**src/rtl/param_fifo.sv**
```systemverilog
// Synchronous FIFO with occupancy flags, sticky over/underflow and selectable
// first-word-fall-through or registered read data.
module param_fifo #(
   parameter int DATA_WIDTH = 8,
   parameter int ADDR_WIDTH = 2,
   parameter int AFULL_TH   = 2**ADDR_WIDTH - 1,
   parameter int AEMPTY_TH  = 1,
   parameter int FWFT       = 1
) (
   input  logic                  clk,
   input  logic                  rst,
   input  logic                  flush,
   input  logic                  wr_ena,
   input  logic [DATA_WIDTH-1:0] din,
   input  logic                  rd_ena,
   output logic [DATA_WIDTH-1:0] dout,
   output logic                  dout_vld,
   output logic                  full,
   output logic                  empty,
   output logic                  almost_full,
   output logic                  almost_empty,
   output logic [ADDR_WIDTH:0]   count,
   output logic                  overflow,
   output logic                  underflow
);

   localparam int DEPTH = 2**ADDR_WIDTH;
   localparam logic [ADDR_WIDTH:0] AF_LVL = AFULL_TH[ADDR_WIDTH:0];
   localparam logic [ADDR_WIDTH:0] AE_LVL = AEMPTY_TH[ADDR_WIDTH:0];

   logic [DATA_WIDTH-1:0] mem [DEPTH];
   logic [ADDR_WIDTH:0]   wr_ptr;
   logic [ADDR_WIDTH:0]   rd_ptr;
   logic                  wr_acc;
   logic                  rd_acc;

   // Status comes only from the registered pointers, so no request-to-flag path.
   assign count        = wr_ptr - rd_ptr;
   assign empty        = (wr_ptr == rd_ptr);
   assign full         = (wr_ptr[ADDR_WIDTH] != rd_ptr[ADDR_WIDTH]) &&
                         (wr_ptr[ADDR_WIDTH-1:0] == rd_ptr[ADDR_WIDTH-1:0]);
   assign almost_full  = (count >= AF_LVL);
   assign almost_empty = (count <= AE_LVL);

   assign wr_acc = !rst && !flush && wr_ena && !full;
   assign rd_acc = !rst && !flush && rd_ena && !empty;

   always_ff @(posedge clk) begin
      if (wr_acc)
         mem[wr_ptr[ADDR_WIDTH-1:0]] <= din;
   end

   always_ff @(posedge clk) begin
      if (rst || flush) begin
         wr_ptr    <= '0;
         rd_ptr    <= '0;
         overflow  <= 1'b0;
         underflow <= 1'b0;
      end else begin
         if (wr_acc)
            wr_ptr <= wr_ptr + 1'b1;
         if (rd_acc)
            rd_ptr <= rd_ptr + 1'b1;
         if (wr_ena && full)
            overflow <= 1'b1;
         if (rd_ena && empty)
            underflow <= 1'b1;
      end
   end

   generate
      if (FWFT != 0) begin : g_fwft
         assign dout     = mem[rd_ptr[ADDR_WIDTH-1:0]];
         assign dout_vld = !empty;
      end else begin : g_reg
         // Flush drops the valid strobe but keeps the last word on dout.
         always_ff @(posedge clk) begin
            if (rst) begin
               dout     <= '0;
               dout_vld <= 1'b0;
            end else if (flush) begin
               dout_vld <= 1'b0;
            end else begin
               dout_vld <= rd_acc;
               if (rd_acc)
                  dout <= mem[rd_ptr[ADDR_WIDTH-1:0]];
            end
         end
      end
   endgenerate

endmodule

```
**config.mk**
```make
export PLATFORM = sky130hd
export DESIGN_NAME = param_fifo
export DESIGN_NICKNAME = d
export VERILOG_FILES = /design/src/rtl/param_fifo.sv
export SDC_FILE = /design/constraint.sdc
export NUM_CORES = 1
export LEC_CHECK = 0
export BUFFER_PORTS_ARGS = -buffer_cell sky130_fd_sc_hd__clkbuf_2
export CORE_UTILIZATION = 61
export CTS_BUF_LIST = sky130_fd_sc_hd__clkbuf_4
export DETAILED_ROUTE_END_ITERATION = 10
export HOLD_SLACK_MARGIN = 0.1
export PLACE_DENSITY = 0.86
export SYNTH_ARGS = -nofsm -noshare
export SYNTH_HDL_FRONTEND = slang
export SYNTH_SLANG_ARGS = --single-unit
export TNS_END_PERCENT = 30
```
**constraint.sdc**
```tcl
create_clock -name clk -period 4.1 [get_ports clk]
set_input_delay 0.82 -clock clk [delete_from_list [all_inputs] [get_ports clk]]
set_output_delay 0.82 -clock clk [all_outputs]
set_load 0.1 [all_outputs]
```
== Word level (Yosys, flattened, before mapping) ==
Memory sizes are Yosys's and may differ from the RTL's. A register that Yosys moved wholly into a read port is not among the register bits.
Index checks and enable logic that the tools add are counted.

* Register bits: 8
* Bits in writable memories: 32
* Input port bits: 13
* Output and inout bits: 18
* Logic and storage cells: 30
* Memories kept: 1

{| class="wikitable"
|+ Memory list
! name !! words !! width !! rd ports !! clocked after Yosys merged registers in !! wr ports !! line !! source
|-
| mem || 4 || 8 || 1 || 1 || 1 || 31 || <nowiki>logic [DATA_WIDTH-1:0] mem [DEPTH];</nowiki>
|}

* Add/sub/neg operators: 3
* $lt $le $gt $ge: 2
* Equality and inequality tests: 3
* Mux-type cells: 4
* Reduce and logical (&&, ||, !) cells: 13

{| class="wikitable"
|+ Operators by type and width
! operator !! count
|-
| $logic_and A1 B1 Y1 || 8
|-
| $add A3 B1 Y3 const B || 2
|-
| $logic_not A1 Y1 || 4
|-
| $mux W2 || 2
|-
| $eq A3 B3 Y1 || 1
|-
| $ge A3 B2 Y1 const B || 1
|-
| $le A3 B1 Y1 const B || 1
|-
| $sub A3 B3 Y3 || 1
|-
| $eq A2 B2 Y1 || 1
|-
| $mux W1 || 2
|-
| $logic_or A1 B1 Y1 || 1
|-
| $ne A1 B1 Y1 || 1
|}

== Longest topological paths before layout ==
* Depth after elaboration: 6
* Depth in mapped cells: 7
* Mapped depth without buffers: 6

== Worst setup path after synthesis ==
Ideal clock, no wire load.

* Path type: register to output
* Start point: register wr_ptr[0]
* End point: output port almost_empty
* Data arrival time: 3732 ps
* Required time: 3280 ps
* Slack: -452 ps
* Cell stages (with the launch flop): 7
* Path buffers: 0
* Cells stage by stage: dfxtp_1 > inv_1 > ha_1 > inv_1 > fa_1 > xnor2_1 > nor2_1

* Cells in the longest elaborated chain, start to end: 2

{| class="wikitable"
|+ Ends and longest elaborated chain
! item !! line !! source
|-
| start, declared || 32 || <nowiki>logic [ADDR_WIDTH:0] wr_ptr;</nowiki>
|-
| start signal, assigned || 61 || <nowiki>wr_ptr <= wr_ptr + 1'b1;</nowiki>
|-
| $sub A3 B3 Y3 || 38 || <nowiki>assign count = wr_ptr - rd_ptr;</nowiki>
|-
| via count[2] || 22 || <nowiki>output logic [ADDR_WIDTH:0] count,</nowiki>
|-
| $le A3 B1 Y1 || 43 || <nowiki>assign almost_empty = (count <= AE_LVL);</nowiki>
|-
| end, declared || 21 || <nowiki>output logic almost_empty,</nowiki>
|}

The timed path passes the listed nets, and every way through them passes these cells.

== Worst setup path in the final report ==
* Start point: register wr_ptr[0]
* End point: output port empty

* Cells in the longest elaborated chain, start to end: 1

{| class="wikitable"
|+ Ends and longest elaborated chain
! item !! line !! source
|-
| $eq A3 B3 Y1 || 39 || <nowiki>assign empty = (wr_ptr == rd_ptr);</nowiki>
|-
| end, declared || 19 || <nowiki>output logic empty,</nowiki>
|}

No other way between the ends.

==> impl_metrics.yaml <==
logic_synthesis:
  ys_async_sr_fraction: 0
  synthDominantAreaCellType: "sky130_fd_sc_hd__edfxtp_1"
  flip_flop_cell_with_the_highest_count_after_synthesis: "sky130_fd_sc_hd__edfxtp_1"
  netlist_instances: 112
  syn_area_um2: 1782
  syn-mean-instance-area_um2: 15.91
  synthDistinctLibCells: 31
  synthesis.nets: 133
  number_of_enable_type_register_cells_in_the_synthesized_netlist: 32
  synth.ff_latch_count: 42
  synth.top_cells.by_area: "sky130_fd_sc_hd__edfxtp_1 (54%), sky130_fd_sc_hd__dfxtp_1 (11%), sky130_fd_sc_hd__mux4_2 (10%), sky130_fd_sc_hd__ha_1 (4.9%), sky130_fd_sc_hd__mux2i_1 (1.7%)"
  ys.warnings.count: 0
  seq_area_frac_synth: 0.6517
  synth_top_area_share: 0.5393
sta:
  grt_setup_unrepaired: "false"
  period_minus_slack_ps: 3067
  final_total_negative_setup_slack_ps: 0
  setup_violation_total_in_the_final_timing_report: 0
  fin_skew_ps: 4.159
  slew_violations: 0
  share_of_the_clock_period_used_by_the_worst_path: 0.7480
  timing_worst_slew_pin_value_ps: 659.4
  worst_slew_margin_rel: 0.5588
  hold_violations: 0
  fmax_mhz: 326.1
  holdWs_ps: 498.4
  layout_setup_ws_ps: 1033
clock_tree:
  root_buffer: "sky130_fd_sc_hd__clkbuf_4"
  ctsHoldBuffers: 0
  post_cts_setup_buffer_count: 0
  cts_buffer_depth: 2
  cts_resized: 0
  cts_tree: "yes"
  tritoncts.num_buffers: 5
  worst_skew_pair.late_latency_ps: 350
  clock_sinks: 42
  cts_htree_levels: 2
  clkTransAtPathRegs_ps: 120
worst_hold_path:
  worstHoldPathType: "flop to flop"
placement:
  place_worst_setup_slack_ps: 1435
  gp_congestion: 0.7825
  cell_total_after_placement: 169
  place.detailed.hpwl_mm: 2.259
  place.port_buffers: 30
critical_path:
  worst_path_max_delay_cell: "sky130_fd_sc_hd__clkbuf_2"
  cp.buffers_inverters: 3
  timing_worst_setup_path_type: "flop to output port"
  timing.critical_path.cells: "inv_1 > ha_1 > and2_1 > nand2_1 > inv_1 > clkbuf_2"
  critPathMostFrequentCell: "sky130_fd_sc_hd__inv_1"
  worstPathMaxFanout: 10
  worst_ep_required_time_ps: 3280
  critical_path_arrival_ps: 2250
  crit_path_end_kind: "output port"
  timing.critical_path.from_type: "flop"
  cp_top_family: "buffers and inverters"
  cp_slowest_stage_delay_ps: 460
drt:
  antenna_left: 0
  drt-initial-drc-count: 51
  post_drt_via_cell_ratio: 6.023
  dr.pass1.iters: 4
  detail_route.wirelength_mm: 3.114
  wire_length_per_cell_um: 17.59
  vias: 1066
  drt_drc_violations_left: 0
floorplanning:
  height_of_the_die_um: 56.05
  num_io_pins: 31
  core_region_area_um2: 2758
  placement_rows: 19
  initial_utilization: 0.6461
  dieWidth_um: 56.05
  floorplan.die_area_um2: 3141
global_route:
  globalRoute.busiestLayer: "met2"
  grt_use_total: 0.2145
  grt_overflow: 0
  first_global_vias: 1062
  antenna_found_initial: 0
  grt_start_max_net_pins: 15
  globalRouteMet2Util: 0.3776
  global_route.usage.met3: 0.07209
  global_route.usage.met1: 0.2310
  grt_first_pass_wirelength_mm: 4.809
layout:
  mostFrequentLayoutCell: "sky130_fd_sc_hd__edfxtp_1"
  nNetsFinal: 166
  layout-drive-gt1-share: 0.3493
  final-instance-count-excl-fill: 177
  area_growth_pct: 14.89
  layout.cells.most_common_list: "sky130_fd_sc_hd__edfxtp_1 (32), sky130_fd_sc_hd__clkbuf_2 (30), sky130_fd_sc_hd__dfxtp_1 (10)"
  antenna_cells: 0
  nFillCells: 185
power:
  leakagePower_nw: 0.7797
  vdd_ir_drop_max_mv: 0.4869
  power.density_cell_area_nw_per_um2: 406.4
job:
  timing.max_cap.violations: 0
outcome:
  outcome: "finished, final reports clean"
area by class of cell:
type	count	area (um2)	area share
flip-flops and latches	42	1161	0.5672
multi-input cells	57	578.1	0.2824
repair buffers	31	157.7	0.07702
clock inverters	3	43.79	0.02139
well taps	31	38.79	0.01895
clock buffers	5	37.54	0.01834
inverters	8	30.03	0.01467
worst min-delay path, delay by kind of cell, from the launching register on:
family / cells / cell delay (ps)
DFF: 1 / 350
and+or+nand+nor: 1 / 70
AOI/OAI and AO/OA: 1 / 40
layer usage:
| metal | wire, um | vias up |
|---|---|---|
| li1 | - | 505 |
| met1 | 1211 | 510 |
| met2 | 1631 | 39 |
| met3 | 188 | 12 |
| met4 | 82 | 0 |
| met5 | 0 | - |
where the power goes:
part	switching [W]	leakage, nW	internal [W]
clock network	0.000134	0.0456	0.000129
registers	0.00000326	0.370	0.000462
logic	0.0000832	0.364	0.0000199
total	0.000221	0.780	0.000611
cells by family (layout without fill, tap and decap cells):
group / after synthesis / after routing / share of synthesized area
DFF: 42 / 42 / 0.6517
and+or+nand+nor: 20 / 20 / 0.05759
xor gates and xnor gates: 3 / 3 / 0.01896
buffers and inverters: 13 / 47 / 0.02809
muxes: 11 / 11 / 0.1180
AOI/OAI and AO/OA: 15 / 15 / 0.06531
adders and majority gates: 8 / 8 / 0.06039
cells in the mapped netlist, types with 2 or more instances:
library cell,number
sky130_fd_sc_hd__nor2_1,4
sky130_fd_sc_hd__o31ai_1,2
sky130_fd_sc_hd__edfxtp_1,32
sky130_fd_sc_hd__nand2_1,8
sky130_fd_sc_hd__clkbuf_1,3
sky130_fd_sc_hd__ha_1,7
sky130_fd_sc_hd__nand4_1,2
sky130_fd_sc_hd__xnor2_1,2
sky130_fd_sc_hd__inv_1,8
sky130_fd_sc_hd__mux4_2,8
sky130_fd_sc_hd__a31oi_1,2
sky130_fd_sc_hd__mux2i_1,3
sky130_fd_sc_hd__dfxtp_1,10
sky130_fd_sc_hd__o2111ai_1,2
sky130_fd_sc_hd__and4_1,3
state kept, by name, indices dropped and copies added, names as in the netlist, named ones only:
signal,cells
rd_ptr,3
overflow,1
wr_ptr,3
underflow,1
mem,32
through the flow:
stage / utilization / total power (W) / cell area (um2)
2_1_floorplan: - / 0.0005559 / 1789
3_3_place_gp: 0.7128 / 0.0005744 / 1966
3_5_place_dp: 0.7128 / 0.0005779 / 1966
4_1_cts: 0.7423 / 0.0008387 / 2047
5_1_grt: 0.7423 / 0.0008575 / 2047
6_report: 0.7423 / 0.0008318 / 2047
worst paths after layout:
path | slack (ps) | start | end | depth (start not counted)
worst max-delay path | 1030 | wr_ptr[0]$_SDFFE_PP0P_ | empty | 6
worst min-delay path | 500 | overflow$_SDFFE_PP0P_ | overflow$_SDFFE_PP0P_ | 2
worst max register to register | 1890 | wr_ptr[0]$_SDFFE_PP0P_ | mem[3][0]$_DFFE_PP_ | 5
worst min register to register | 500 | overflow$_SDFFE_PP0P_ | overflow$_SDFFE_PP0P_ | 2
Note: power is estimated with default switching activity, not from simulation.
